## src/rtl/bus_arbiter_pkg.sv

```systemverilog
// Shared types and helpers for the round-robin bus arbiter.
package bus_arbiter_pkg;

    typedef enum logic [2:0] {
        IDLE  = 3'b001,
        GRANT = 3'b010,
        TURN  = 3'b100
    } state_t;

    // Next index after idx, wrapping to 0 past n-1.
    function automatic int unsigned wrap_inc(input int unsigned idx, input int unsigned n);
        if (idx + 32'd1 >= n) begin
            return 32'd0;
        end else begin
            return idx + 32'd1;
        end
    endfunction

endpackage

```

## src/rtl/bus_arbiter_if.sv

```systemverilog
// Request/grant bundle between the bus masters and the arbiter.
interface bus_arbiter_if #(
    parameter int NUM_MASTERS = 4,
    parameter int ID_WIDTH    = 2
);
    logic [NUM_MASTERS-1:0] i_req;
    logic [NUM_MASTERS-1:0] o_grant;
    logic [ID_WIDTH-1:0]    o_grant_id;
    logic                   o_busy;
    logic                   o_timeout;
    logic [ID_WIDTH-1:0]    o_timeout_id;

    modport slave (
        input  i_req,
        output o_grant, o_grant_id, o_busy, o_timeout, o_timeout_id
    );

    modport master (
        output i_req,
        input  o_grant, o_grant_id, o_busy, o_timeout, o_timeout_id
    );
endinterface

```

## src/rtl/bus_arbiter_rr_picker.sv

```systemverilog
// Combinational round-robin search: first eligible index at or after the pointer, wrapping.
module rr_picker #(
    parameter int NUM_MASTERS = 4,
    parameter int ID_WIDTH    = 2
) (
    input  logic [NUM_MASTERS-1:0] i_eligible,
    input  logic [ID_WIDTH-1:0]    i_ptr,
    output logic                   o_found,
    output logic [ID_WIDTH-1:0]    o_winner
);

    function automatic int rot(input int p, input int k);
        int s;
        s = p + k;
        if (s >= NUM_MASTERS) begin
            s = s - NUM_MASTERS;
        end else begin
            s = s;
        end
        return s;
    endfunction

    logic hit_s;

    // Scan offsets 0..N-1 from the pointer; the first eligible candidate wins.
    always_comb begin
        o_found  = 1'b0;
        o_winner = '0;
        hit_s    = 1'b0;
        for (int i = 0; i < NUM_MASTERS; i++) begin
            for (int j = 0; j < NUM_MASTERS; j++) begin
                hit_s    = !o_found && i_eligible[j] && (j == rot(int'(i_ptr), i));
                o_winner = hit_s ? ID_WIDTH'(j) : o_winner;
                o_found  = o_found | hit_s;
            end
        end
    end

endmodule

```

## src/rtl/bus_arbiter.sv

```systemverilog
// Round-robin bus arbiter with one-cycle turnaround between owners and a hold-time watchdog.
module bus_arbiter
    import bus_arbiter_pkg::*;
#(
    parameter int NUM_MASTERS = 4,
    parameter int MAX_HOLD    = 16,
    parameter int ID_WIDTH    = (NUM_MASTERS > 1) ? $clog2(NUM_MASTERS) : 1
) (
    input  logic          clk,
    input  logic          rst,
    bus_arbiter_if.slave  bus
);

    localparam int CNT_W = (MAX_HOLD > 0) ? $clog2(MAX_HOLD + 1) : 1;
    localparam logic [CNT_W-1:0] CNT_MAX   = (MAX_HOLD > 0) ? CNT_W'(MAX_HOLD) : CNT_W'(1);
    localparam logic [CNT_W-1:0] HOLD_LAST = (MAX_HOLD > 0) ? CNT_W'(MAX_HOLD - 1) : CNT_W'(0);
    localparam bit               WDOG_EN   = (MAX_HOLD > 0);

    state_t                 state_q, state_d;
    logic [ID_WIDTH-1:0]    ptr_q, ptr_d;
    logic [ID_WIDTH-1:0]    owner_q, owner_d;
    logic [CNT_W-1:0]       cnt_q, cnt_d;
    logic [NUM_MASTERS-1:0] mask_q, mask_d;
    logic [NUM_MASTERS-1:0] grant_q, grant_d;
    logic                   busy_q, busy_d;
    logic                   timeout_q, timeout_d;
    logic [ID_WIDTH-1:0]    timeout_id_q, timeout_id_d;

    logic [NUM_MASTERS-1:0] eligible_s;
    logic                   found_s;
    logic [ID_WIDTH-1:0]    winner_s;
    logic                   owner_req_s;
    logic [ID_WIDTH-1:0]    next_ptr_s;

    assign eligible_s  = bus.i_req & ~mask_q;
    assign owner_req_s = bus.i_req[owner_q];
    assign next_ptr_s  = ID_WIDTH'(wrap_inc(32'(owner_q), 32'(NUM_MASTERS)));

    rr_picker #(
        .NUM_MASTERS (NUM_MASTERS),
        .ID_WIDTH    (ID_WIDTH)
    ) u_picker (
        .i_eligible (eligible_s),
        .i_ptr      (ptr_q),
        .o_found    (found_s),
        .o_winner   (winner_s)
    );

    // Next-state and next-output logic for the ownership FSM.
    always_comb begin
        state_d      = state_q;
        ptr_d        = ptr_q;
        owner_d      = owner_q;
        cnt_d        = cnt_q;
        mask_d       = mask_q & bus.i_req;
        grant_d      = '0;
        busy_d       = 1'b0;
        timeout_d    = 1'b0;
        timeout_id_d = timeout_id_q;
        case (state_q)
            IDLE, TURN: begin
                if (found_s) begin
                    state_d           = GRANT;
                    owner_d           = winner_s;
                    cnt_d             = '0;
                    grant_d[winner_s] = 1'b1;
                    busy_d            = 1'b1;
                end else begin
                    state_d = IDLE;
                end
            end
            GRANT: begin
                cnt_d = (cnt_q != CNT_MAX) ? cnt_q + CNT_W'(1) : cnt_q;
                // Release is checked first so a coinciding expiry never fires the watchdog.
                if (!owner_req_s) begin
                    state_d = TURN;
                    ptr_d   = next_ptr_s;
                end else if (WDOG_EN && (cnt_q == HOLD_LAST)) begin
                    state_d          = TURN;
                    ptr_d            = next_ptr_s;
                    timeout_d        = 1'b1;
                    timeout_id_d     = owner_q;
                    mask_d[owner_q]  = 1'b1;
                end else begin
                    grant_d = grant_q;
                    busy_d  = 1'b1;
                end
            end
            default: begin
                state_d = IDLE;
            end
        endcase
    end

    // State, bookkeeping and output registers.
    always_ff @(posedge clk or posedge rst) begin
        if (rst) begin
            state_q      <= IDLE;
            ptr_q        <= '0;
            owner_q      <= '0;
            cnt_q        <= '0;
            mask_q       <= '0;
            grant_q      <= '0;
            busy_q       <= 1'b0;
            timeout_q    <= 1'b0;
            timeout_id_q <= '0;
        end else begin
            state_q      <= state_d;
            ptr_q        <= ptr_d;
            owner_q      <= owner_d;
            cnt_q        <= cnt_d;
            mask_q       <= mask_d;
            grant_q      <= grant_d;
            busy_q       <= busy_d;
            timeout_q    <= timeout_d;
            timeout_id_q <= timeout_id_d;
        end
    end

    assign bus.o_grant      = grant_q;
    assign bus.o_grant_id   = owner_q;
    assign bus.o_busy       = busy_q;
    assign bus.o_timeout    = timeout_q;
    assign bus.o_timeout_id = timeout_id_q;

endmodule
```

## src/flat_wrapper.sv

```systemverilog
// flat-port wrapper written by rule: the top's interface ports become plain ports
module bus_arbiter_flat import bus_arbiter_pkg::*;
#(
    parameter int NUM_MASTERS = 4,
    parameter int MAX_HOLD    = 16,
    parameter int ID_WIDTH    = (NUM_MASTERS > 1) ? $clog2(NUM_MASTERS) : 1
)
  (clk, rst, bus_i_req, bus_o_grant, bus_o_grant_id, bus_o_busy, bus_o_timeout, bus_o_timeout_id);
  bus_arbiter_if #(.NUM_MASTERS(NUM_MASTERS), .ID_WIDTH(ID_WIDTH)) bus_i ();
  input  logic clk;
  input  logic rst;
  input wire logic [$bits(bus_i.i_req)-1:0] bus_i_req;
  output wire logic [$bits(bus_i.o_grant)-1:0] bus_o_grant;
  output wire logic [$bits(bus_i.o_grant_id)-1:0] bus_o_grant_id;
  output wire logic [$bits(bus_i.o_busy)-1:0] bus_o_busy;
  output wire logic [$bits(bus_i.o_timeout)-1:0] bus_o_timeout;
  output wire logic [$bits(bus_i.o_timeout_id)-1:0] bus_o_timeout_id;
  assign bus_i.i_req = bus_i_req;
  assign bus_o_grant = bus_i.o_grant;
  assign bus_o_grant_id = bus_i.o_grant_id;
  assign bus_o_busy = bus_i.o_busy;
  assign bus_o_timeout = bus_i.o_timeout;
  assign bus_o_timeout_id = bus_i.o_timeout_id;
  bus_arbiter #(.NUM_MASTERS(NUM_MASTERS), .MAX_HOLD(MAX_HOLD), .ID_WIDTH(ID_WIDTH)) u_core (.clk(clk), .rst(rst), .bus(bus_i));
endmodule
```

## config.mk

```make
export PLATFORM = sky130hd
export DESIGN_NAME = bus_arbiter_flat
export DESIGN_NICKNAME = d
export VERILOG_FILES = /design/src/rtl/bus_arbiter_pkg.sv /design/src/rtl/bus_arbiter_if.sv /design/src/rtl/bus_arbiter_rr_picker.sv /design/src/rtl/bus_arbiter.sv /design/src/flat_wrapper.sv
export SDC_FILE = /design/constraint.sdc
export NUM_CORES = 1
export LEC_CHECK = 0
export BUFFER_PORTS_ARGS = -buffer_cell sky130_fd_sc_hd__buf_2
export CAP_MARGIN = 20
export CORE_MARGIN = 1.5
export CORE_UTILIZATION = 55
export CTS_BUF_LIST = sky130_fd_sc_hd__clkbuf_8 sky130_fd_sc_hd__clkbuf_16
export DETAILED_ROUTE_END_ITERATION = 6
export PLACE_DENSITY = 0.77
export SETUP_SLACK_MARGIN = 0.4
export SYNTH_ARGS = -nofsm -noshare
export SYNTH_HDL_FRONTEND = slang
export SYNTH_HIERARCHICAL = 1
export SYNTH_SLANG_ARGS = --single-unit
export TNS_END_PERCENT = 50
```

## constraint.sdc

```tcl
create_clock -name clk -period 2.4 [get_ports clk]
set_clock_uncertainty 0.05 [all_clocks]
set_input_delay 0.24 -clock clk [delete_from_list [all_inputs] [get_ports clk]]
set_output_delay 0.24 -clock clk [all_outputs]
set_load 0.01 [all_outputs]
```

==> reports/qor.csv, run 1 <==
metric;value;unit
Final Max Slew Viols;0;
post-CTS setup buffer count;0;
Final #Nets;136;
RSZ-0062 raised after global routing;no;
syn avg cell area;11.5;um^2
Crit. End Element;flop;
dpl hpwl;1.51;mm
Initial Util;0.597;
outcome;complete, no violations;
HP Class;in -> async;
Leakage;0.664;nW
Starting DRT DRC Count;19;
DIE HEIGHT;49.6;um
post-route ant nets;0;
post-synthesis register bit count;24;
Startpoint Class;flop;
Root Driver;clkbuf_8;
Cell Count, Final, Fillers Out;149;
TritonCTS clock tree;yes;
final setup margin;0.569;ns
Setup CP Type;reg -> reg;
DR WL/cell;14.6;um
Final Cell Area;1350;um^2
synthesized area;1190;um^2
Post-Place Setup Slack;0.564;ns
pin count of the biggest net entering global routing;25;
Worst Path Required;2.51;ns
Worst Tran Pin Value;0.890;ns
Clock transition at path regs;0.08;ns
Cell Rows;16;
# setup viols final;0;
FMAX;546;MHz
placed instance area;1300;um^2
IO Count;16;
vias post-DR;833;
Max rail drop VDD;0.000746;V
P&R area growth vs syn;13.2;%
syn nets;117;
placed insts;145;
power per cell area;1030;nW/um^2
total clock sinks;24;
Max H-tree Level;1;
ratio of cells with drive above 1 in the final layout;0.287;
worst skew pair latency;0.27;ns
part of the cycle the worst path needs;0.763;
global route overflow;0;
Vias per Instance;5.59;
DRT Pass-1 Iters;4;
Final Hold Vio Count;0;
Placeable Area;2000;um^2
area of the multi-input gates;559;um^2
register area;602;um^2
vias in the first global route;795;
RePlAce Congestion;0.795;
critical path arrival;1.95;ns
maxcap violations;0;
gr usage total;0.200;
Residual DRC;0;
worst setup path startpoint;u_core/bus.o_grant_id[0];
initial antenna violation count;0;
I/O Buffers;15;
setup TNS;0;ns
die area;2460;um^2
fillers;155;
slew margin rel.;0.406;
Mapped Cells;104;
Synth Warn #;6;
Cell variety after synth;36;
reg2reg start;u_core/bus.o_grant_id[0];
wire length of the first global-routing pass;3.66;mm
total power draw;1.39;mW
Die Wd;49.6;um
register area share after synthesis;0.504;
Routed WL;2.17;mm
clock buffer depth;2;
ANT cells;0;
crit path max fanout;7;
minimum clock period;1.83;ns
Num CTS Buffers;3;
[per-stage QoR]
step	hold slack, ns	utilization
2_1_floorplan	0.204	-
3_3_place_gp	0.415	0.651
3_5_place_dp	0.423	0.651
4_1_cts	0.123	0.673
5_1_grt	0.179	0.676
6_report	0.0994	0.676
[routing by layer]
layer  global-route usage  vias to the layer above  share of wire
li1                     -                      403              -
met5                    0                        -              0
met4               0.0694                        0          0.015
met2                0.300                       13           0.45
met1                0.287                      412           0.50
met3               0.0455                        5          0.029
[state kept, by name, summed over array words and instances (netlist names)]
register	flops
u_core/bus.o_grant	4
u_core/bus.o_grant_id	2
u_core/bus.o_timeout_id	2
u_core/cnt_q	5
u_core/bus.o_timeout	1
u_core/state_q	3
u_core/mask_q	4
u_core/ptr_q	2
u_core/bus.o_busy	1
[cells in the mapped netlist]
library cell,count,area [um^2]
dfrtp_1,23,576
nand2b_1,2,12.5
mux2_4,2,30.0
xnor2_1,1,8.76
buf_2,1,5.00
a211oi_2,1,12.5
or3b_1,1,8.76
clkbuf_1,1,3.75
nor3_1,1,5.00
nand2_2,1,6.26
or2_2,2,12.5
o22ai_1,1,6.26
dfstp_2,1,26.3
o21ai_0,3,15.0
nor2_4,1,11.3
nor2b_1,4,25.0
xor2_1,1,8.76
ha_1,7,87.6
a211oi_1,1,7.51
nand3_1,1,5.00
nor2_2,1,6.26
o2bb2ai_1,1,8.76
inv_1,8,30.0
a22o_1,6,52.6
mux2_2,4,45.0
mux4_2,1,22.5
nor3b_1,3,22.5
and3_1,1,6.26
a21oi_2,1,8.76
mux2i_1,2,20.0
a21o_1,1,7.51
a21oi_1,1,5.00
nor4bb_1,1,10.0
nor2_1,8,30.0
a32o_1,2,20.0
nand2_1,7,26.3
[timing repair]
item	in CTS	in global routing
hold endpoints to repair	0	0
setup endpoints to repair	0	2
gates resized for setup	0	1
hold buffers	0	0
[final timing paths]
| check | endpoint | slack, ns | depth (start not counted) |
|---|---|---|---|
| setup / recovery | u_core/ptr_q[1] | 0.57 | 3 |
| hold reg to reg | u_core/bus.o_grant[1] | 0.45 | 1 |
| setup reg to reg | u_core/ptr_q[1] | 0.57 | 3 |
| max in group asynchronous | u_core/cnt_q[2] | 1.65 | 2 |
| min in group clk | u_core/mask_q[0] | 0.16 | 2 |
| hold / removal | u_core/ptr_q[1] | 0.1 | 2 |
[cell type report]
class                   count  share of cell area
clock inverters             1             0.00278
repair buffers             16              0.0611
clock buffers               3              0.0305
well taps                  27              0.0250
multi-input cells          70               0.414
flip-flops and latches     24               0.445
inverters                   8              0.0222
[critical path, stage by stage, from the launching register on]
cell and delay (ns):
dfrtp_1 0.49, mux4_2 0.59, a21oi_2 0.24, mux2_2 0.35
[where the power goes]
part | internal [mW] | switching [mW]
clock | 0.115 | 0.129
sequential | 0.511 | 0.101
combinational | 0.247 | 0.284
total | 0.873 | 0.514
[layout by cell type (no fill, tap or decap), types with 3 or more instances in the layout]
cell      Yosys  final
dfrtp_1      23     23
buf_2         1     15
inv_1         8      9
nor2_1        8      8
nand2_1       7      7
ha_1          7      7
a22o_1        6      6
mux2_2        4      4
nor2b_1       4      4
clkbuf_8      0      3
o21ai_0       3      3
[cell families (layout without fill, tap and decap cells)]
logic type                 Yosys count  after routing  share of synthesized area
AOI/OAI and AO/OA                   18             18                      0.120
xor gates and xnor gates             2              2                     0.0147
adders and majority gates            7              7                     0.0733
buffers and inverters               10             28                     0.0325
DFF                                 24             24                      0.504
muxes                                9              9                     0.0984
and+or+nand+nor                     34             34                      0.157
No activity file was read; power rests on OpenSTA's default activity.
==> run 2, diff against run 1 <==
- ABC_AREA: default -> 1
- CORE_ASPECT_RATIO: default -> 0.5
- CORE_UTILIZATION: 55 -> 52
- PLACE_DENSITY: 0.77 -> 0.75
- clock period: 2.4 -> 1.66 ns (I/O delays scaled with it)
==> run 2 against run 1 <==
  * The flow now finishes with violations (setup timing)
  * Die area grew 36%
  * Critical path depth rose by 9
  * Final area up 56%
  * Core utilization increased by 10 points
  * Setup slack got worse by 0.98 ns
  * First-iteration DRC count rose to 4.1 times the previous value
  * Combinational power increased to 3.6 times the previous value
  * Area after synthesis is 30% higher
  * Via count increased by 81%
==> reports/qor.csv, run 2 <==
metric;value;unit
Worst Hold Path EP;u_core/mask_q[1];
R2R Path End;u_core/bus.o_grant[2];
DIE HEIGHT;41.7;um
initial antenna violation count;0;
prevailing post-synth register cell;dfrtp_1;
number of cells on the worst reg-to-reg path;12;
Int Pwr;1.68;mW
Final Util;0.778;
ANT cells;0;
vias post-DR;1507;
hold depth;4;
Synth Warn #;6;
vias in the first global route;1372;
RSZ-0062 raised after global routing;yes;
failing checks;setup timing;
Setup CP Type;reg -> reg;
hold_sp;bus_i_req[1];
Worst path slowest cell;dfrtp_2;
DRT Pass-1 Iters;4;
Mapped Cells;207;
Cell Rows;13;
proportion of power drawn by flip-flops and latches;0.280;
part of the cycle the worst path needs;1.25;
Final #Nets;269;
Die Wd;80.4;um
gr usage total;0.237;
global route overflow;0;
Clock transition at path regs;0.08;ns
CP cell instances;nand3_2 > nand2_2 > nor2_4 > nand4_4 > nor2_4 > nand4_4 > nor3_4 > nand4_1 > nand4_4 > inv_2 > nand3_2 > nand2_1;
RePlAce Congestion;0.829;
share of async-settable or async-resettable flops after synthesis;1.00;
Placeable Area;2720;um^2
sw power;1.54;mW
most frequent cells in the layout;nand2_1 (42), inv_1 (29), buf_4 (26);
Area contributors post-synth;dfrtp_1 (37%), nand2_1 (13%), inv_1 (8.9%), nand3_1 (5.8%), ha_1 (5.6%);
Comb power frac;0.599;
DR WL/cell;12.9;um
critical path arrival;2.17;ns
CP top delay family;simple AND/OR/NAND/NOR gates;
Synth top cells by count;nand2_1 (53), inv_1 (37), dfrtp_1 (23);
die area;3350;um^2
total clock sinks;24;
slew margin rel.;0.682;
Num CTS Buffers;3;
syn avg cell area;7.53;um^2
dpl hpwl;2.60;mm
number of synthesized flops with an enable pin;0;
leading cell type in the layout, fill and taps excluded;nand2_1;
Top reg by flops;u_core/cnt_q;
Worst Path Required;1.76;ns
Initial Util;0.573;
I/O Buffers;15;
Residual DRC;0;
minimum clock period;2.07;ns
CP dominant cell by count;nand4_4;
Buffers & Inverters on Critical Path;1;
outcome;finished, violations left;
largest area contributor in the netlist;dfrtp_1;
Reg2Reg Setup Slack;-0.41;ns
Final Max Slew Viols;0;
wire length of the first global-routing pass;6.17;mm
pin count of the biggest net entering global routing;14;
Max rail drop VDD;0.000876;V
Starting DRT DRC Count;77;
power per cell area;1530;nW/um^2
# setup viols final;14;
Cell variety after synth;26;
register area share after synthesis;0.386;
Crit. End Element;flop;
switching share of total power;0.479;
area share of the leading cell type in the synthesized netlist;0.369;
Leakage;1.11;nW
Worst Tran Pin Value;0.477;ns
post-route ant nets;0;
reg2reg start;u_core/ptr_q[0];
slowest stage delay, CP;0.47;ns
Clk pwr share;0.120;
total power draw;3.22;mW
syn nets;220;
max reg flops;5;
TritonCTS clock tree;yes;
Final Hold Vio Count;0;
Routed WL;3.77;mm
synthesized area;1560;um^2
Root Driver;clkbuf_8;
worst skew pair latency;0.26;ns
ratio of cells with drive above 1 in the final layout;0.439;
clock buffer depth;2;
final setup margin;-0.413;ns
Max H-tree Level;1;
Startpoint Class;flop;
maxcap violations;0;
FMAX;482;MHz
HP Class;in -> reg;
most frequent cell after synthesis;nand2_1;
P&R area growth vs syn;35.6;%
IO Count;16;
post-synthesis register bit count;24;
Vias per Instance;5.16;
crit path max fanout;7;
[run 2: changes by cell type after synthesis, sizes merged, moves of 3 or more]
| cell | change |
|---|---|
| a22o | -6 |
| inv | +31 |
| mux2 | -6 |
| nand2 | +56 |
| nand3 | +19 |
| nand4 | +14 |
| nor2 | +11 |
| nor2b | -4 |
| nor3 | +4 |
| nor3b | -3 |
| o21ai | +5 |
[run 2: worst max-delay path by stage]
stage                          start               endpoint  slack [ns]  depth (start not counted)
floorplan            u_core/ptr_q[0]  u_core/bus.o_grant[3]       -0.21                         13
global placement     u_core/ptr_q[0]  u_core/bus.o_grant[1]       -0.34                         13
detailed placement   u_core/ptr_q[1]  u_core/bus.o_grant[1]       -0.49                         13
CTS                  u_core/ptr_q[1]  u_core/bus.o_grant[1]       -0.42                         12
global route        u_core/mask_q[0]        u_core/cnt_q[0]       -0.55                         15
finish               u_core/ptr_q[0]  u_core/bus.o_grant[2]       -0.41                         12
[run 2: power groups by stage]
stage | logic, mW | clock network (mW) | registers, mW
after detailed placement | 1.47 | 0 | 0.895
after global routing | 2.12 | 0.424 | 0.930
after floorplan | 1.00 | 0 | 0.907
after global placement | 1.42 | 0 | 0.888
after CTS | 1.59 | 0.402 | 0.896
final | 1.93 | 0.387 | 0.904
[run 2: timing repair]
item,4_1_cts,5_1_grt
setup endpoints to repair,24,24
pin swaps,9,12
cloned,0,0
resized for setup,16,28
hold buffers,1,0
setup buffers,2,2
hold endpoints to repair,11,0
[run 2: final cells by class]
| type | count | area (um^2) |
|---|---|---|
| clock buffers | 4 | 55.1 |
| multi-input cells | 142 | 946 |
| flip-flops and latches | 24 | 604 |
| inverters | 41 | 158 |
| well taps | 37 | 46.3 |
| fillers | 190 | 604 |
| repair buffers | 44 | 303 |
[run 2: cell families (layout without fill, tap and decap cells)]
group,after synthesis,in the layout,synth area share
AND/OR/NAND/NOR,125,125,0.413
buffers and inverters,41,89,0.0996
flip-flops,24,24,0.386
AO/OA/AOI/OAI,9,9,0.0394
adder cells (fa/ha/maj),7,7,0.0562
XOR/XNOR,1,1,0.00562
[run 2: stage by stage]
step	setup TNS (ns)	instance area [um^2]	setup slack (ns)	std cells	hold WS, ns
floorplan	-2.34	1570	-0.211	207	0.130
global placement	-4.30	1870	-0.339	283	0.144
detailed placement	-6.21	1870	-0.489	283	0.148
CTS	-5.41	2010	-0.420	290	0.153
global route	-7.23	2110	-0.548	292	0.175
finish	-5.35	2110	-0.413	292	0.159
[run 2: worst reg2reg max path: stages (launching register included)]
cell and delay (ns):
dfrtp_2 0.47, nand3_2 0.11, nand2_2 0.08, nor2_4 0.16
nand4_4 0.13, nor2_4 0.13, nand4_4 0.11, nor3_4 0.16
nand4_1 0.17, nand4_4 0.16, inv_2 0.10, nand3_2 0.09
nand2_1 0.07
[run 2: routing by layer]
layer  GRT usage  routed length (um)
met3      0.0527                 243
met2       0.373                1830
met1       0.343                1650
met5           0                   0
met4      0.0345                  49
==> run 3, diff against run 2 <==
- clock period: 1.66 -> 1.8 ns (I/O delays scaled with it)
==> run 3 against run 2 <==
  * The run still ends with setup timing left
  * Die area unchanged
  * Total power down 7.0%
  * Core utilization up 0.37 points
  * Final cell count up 0.34%
  * Fmax up 1.8%
==> reports/qor.csv, run 3 (synthesis gave the netlist of run 2 again) <==
metric;value;unit
TritonCTS clock tree;yes;
Leakage;1.12;nW
IO Count;16;
DIE HEIGHT;41.7;um
DR WL/cell;12.0;um
switching share of total power;0.466;
power per cell area;1410;nW/um^2
Residual DRC;0;
hold_sp;bus_i_req[1];
Routed WL;3.52;mm
Final Hold Vio Count;0;
initial antenna violation count;0;
CP cell instances;inv_2 > nand3_2 > nand2_2 > nor2_4 > nand4_4 > nor2_4 > nand4_4 > nor3_4 > nand4_1 > nand4_4 > nand2_4 > nand2_4 > nand2_2 > nand2_2;
Cell Count, Final, Fillers Out;293;
vias in the first global route;1327;
worst skew pair latency;0.27;ns
Max rail drop VDD;0.000912;V
gr usage total;0.223;
max reg flops;5;
Final #Nets;270;
number of cells on the worst reg-to-reg path;14;
pin count of the biggest net entering global routing;14;
Root Driver;clkbuf_8;
dpl hpwl;2.53;mm
part of the cycle the worst path needs;1.13;
Top reg by flops;u_core/cnt_q;
die area;3350;um^2
Final Max Slew Viols;0;
final setup margin;-0.236;ns
Starting DRT DRC Count;55;
Num CTS Buffers;3;
Placeable Area;2720;um^2
# setup viols final;14;
Max H-tree Level;1;
outcome;finished, violations left;
wire length of the first global-routing pass;5.74;mm
Worst Hold Path EP;u_core/mask_q[1];
post-route ant nets;0;
ANT cells;0;
R2R Path End;u_core/cnt_q[0];
Comb power frac;0.601;
Setup CP Type;reg -> reg;
Crit. End Element;flop;
DRT Pass-1 Iters;7;
slew margin rel.;0.753;
Post-Place Setup Slack;-0.334;ns
Vias per Instance;4.92;
placed insts;280;
hold depth;4;
clock buffer depth;2;
leading cell type in the layout, fill and taps excluded;nand2_1;
worst setup path startpoint;u_core/ptr_q[0];
critical path arrival;2.20;ns
Clock transition at path regs;0.08;ns
Worst Path Required;1.96;ns
hold slack;0.166;ns
global route overflow;0;
maxcap violations;0;
Startpoint Class;flop;
most frequent cells in the layout;nand2_1 (42), inv_1 (32), buf_4 (26);
Buffers & Inverters on Critical Path;1;
total clock sinks;24;
failing checks;setup timing;
I/O Buffers;15;
Cell Rows;13;
reg2reg start;u_core/ptr_q[0];
Int Pwr;1.60;mW
proportion of power drawn by flip-flops and latches;0.278;
ratio of cells with drive above 1 in the final layout;0.430;
P&R area growth vs syn;36.2;%
crit path max fanout;7;
FMAX;491;MHz
Initial Util;0.573;
vias post-DR;1441;
Clk pwr share;0.121;
HP Class;in -> reg;
Worst Tran Pin Value;0.371;ns
minimum clock period;2.04;ns
slowest stage delay, CP;0.46;ns
sw power;1.40;mW
RePlAce Congestion;0.828;
RSZ-0062 raised after global routing;yes;
Die Wd;80.4;um
CP top delay family;simple AND/OR/NAND/NOR gates;
Worst path slowest cell;dfrtp_2;
Reg2Reg Setup Slack;-0.24;ns
## run 3: area by class of cell
class	instances	area (um^2)
Clock buffer	4	55.1
Fill cell	204	594
Inverter	41	158
Multi-Input combinational cell	142	945
Sequential cell	24	604
Tap cell	37	46.3
Timing Repair Buffer	45	314
## run 3: repair_timing
item | CTS | global route
endpoints found under the hold margin | 9 | 0
hold buffers | 1 | 0
resized for setup | 20 | 23
setup endpoints to repair | 24 | 24
setup buffers | 7 | 1
gates cloned | 0 | 0
pin swaps | 9 | 15
## run 3: power by group through the flow
stage	Sequential [mW]	Combinational, mW	Clock, mW
floorplan	0.837	0.923	0
global placement	0.827	1.29	0
detailed placement	0.835	1.32	0
CTS	0.827	1.60	0.375
global route	0.856	1.98	0.394
finish	0.833	1.80	0.364
## run 3: routing by layer
metal,vias up,routed length (um),GRT usage
li1,751,-,-
met1,666,1720,0.294
met2,16,1660,0.366
met3,8,76,0.0505
met4,0,68,0.0724
met5,-,0,0
## run 3: worst max path at each step
stage                                  endpoint  cells past startpoint
after floorplan           u_core/bus.o_grant[3]                     13
after global placement    u_core/bus.o_grant[1]                     13
after detailed placement        u_core/cnt_q[3]                     14
after CTS                       u_core/cnt_q[3]                     15
after global routing      u_core/bus.o_grant[0]                     13
final                           u_core/cnt_q[0]                     14
## run 3: stage by stage
step	TNS (ns)	instance area (um^2)	power (mW)	utilization
after detailed placement	-4.03	1850	2.16	0.682
after global routing	-4.99	2120	3.23	0.781
after floorplan	-0.542	1570	1.76	-
after CTS	-3.63	2030	2.80	0.749
final	-2.80	2120	3.00	0.781
after global placement	-2.35	1850	2.12	0.682
## run 3: worst min-delay path: stages
cell	delay, ns
buf_2	0.08
buf_4	0.10
nand2_1	0.05
o21ai_2	0.04
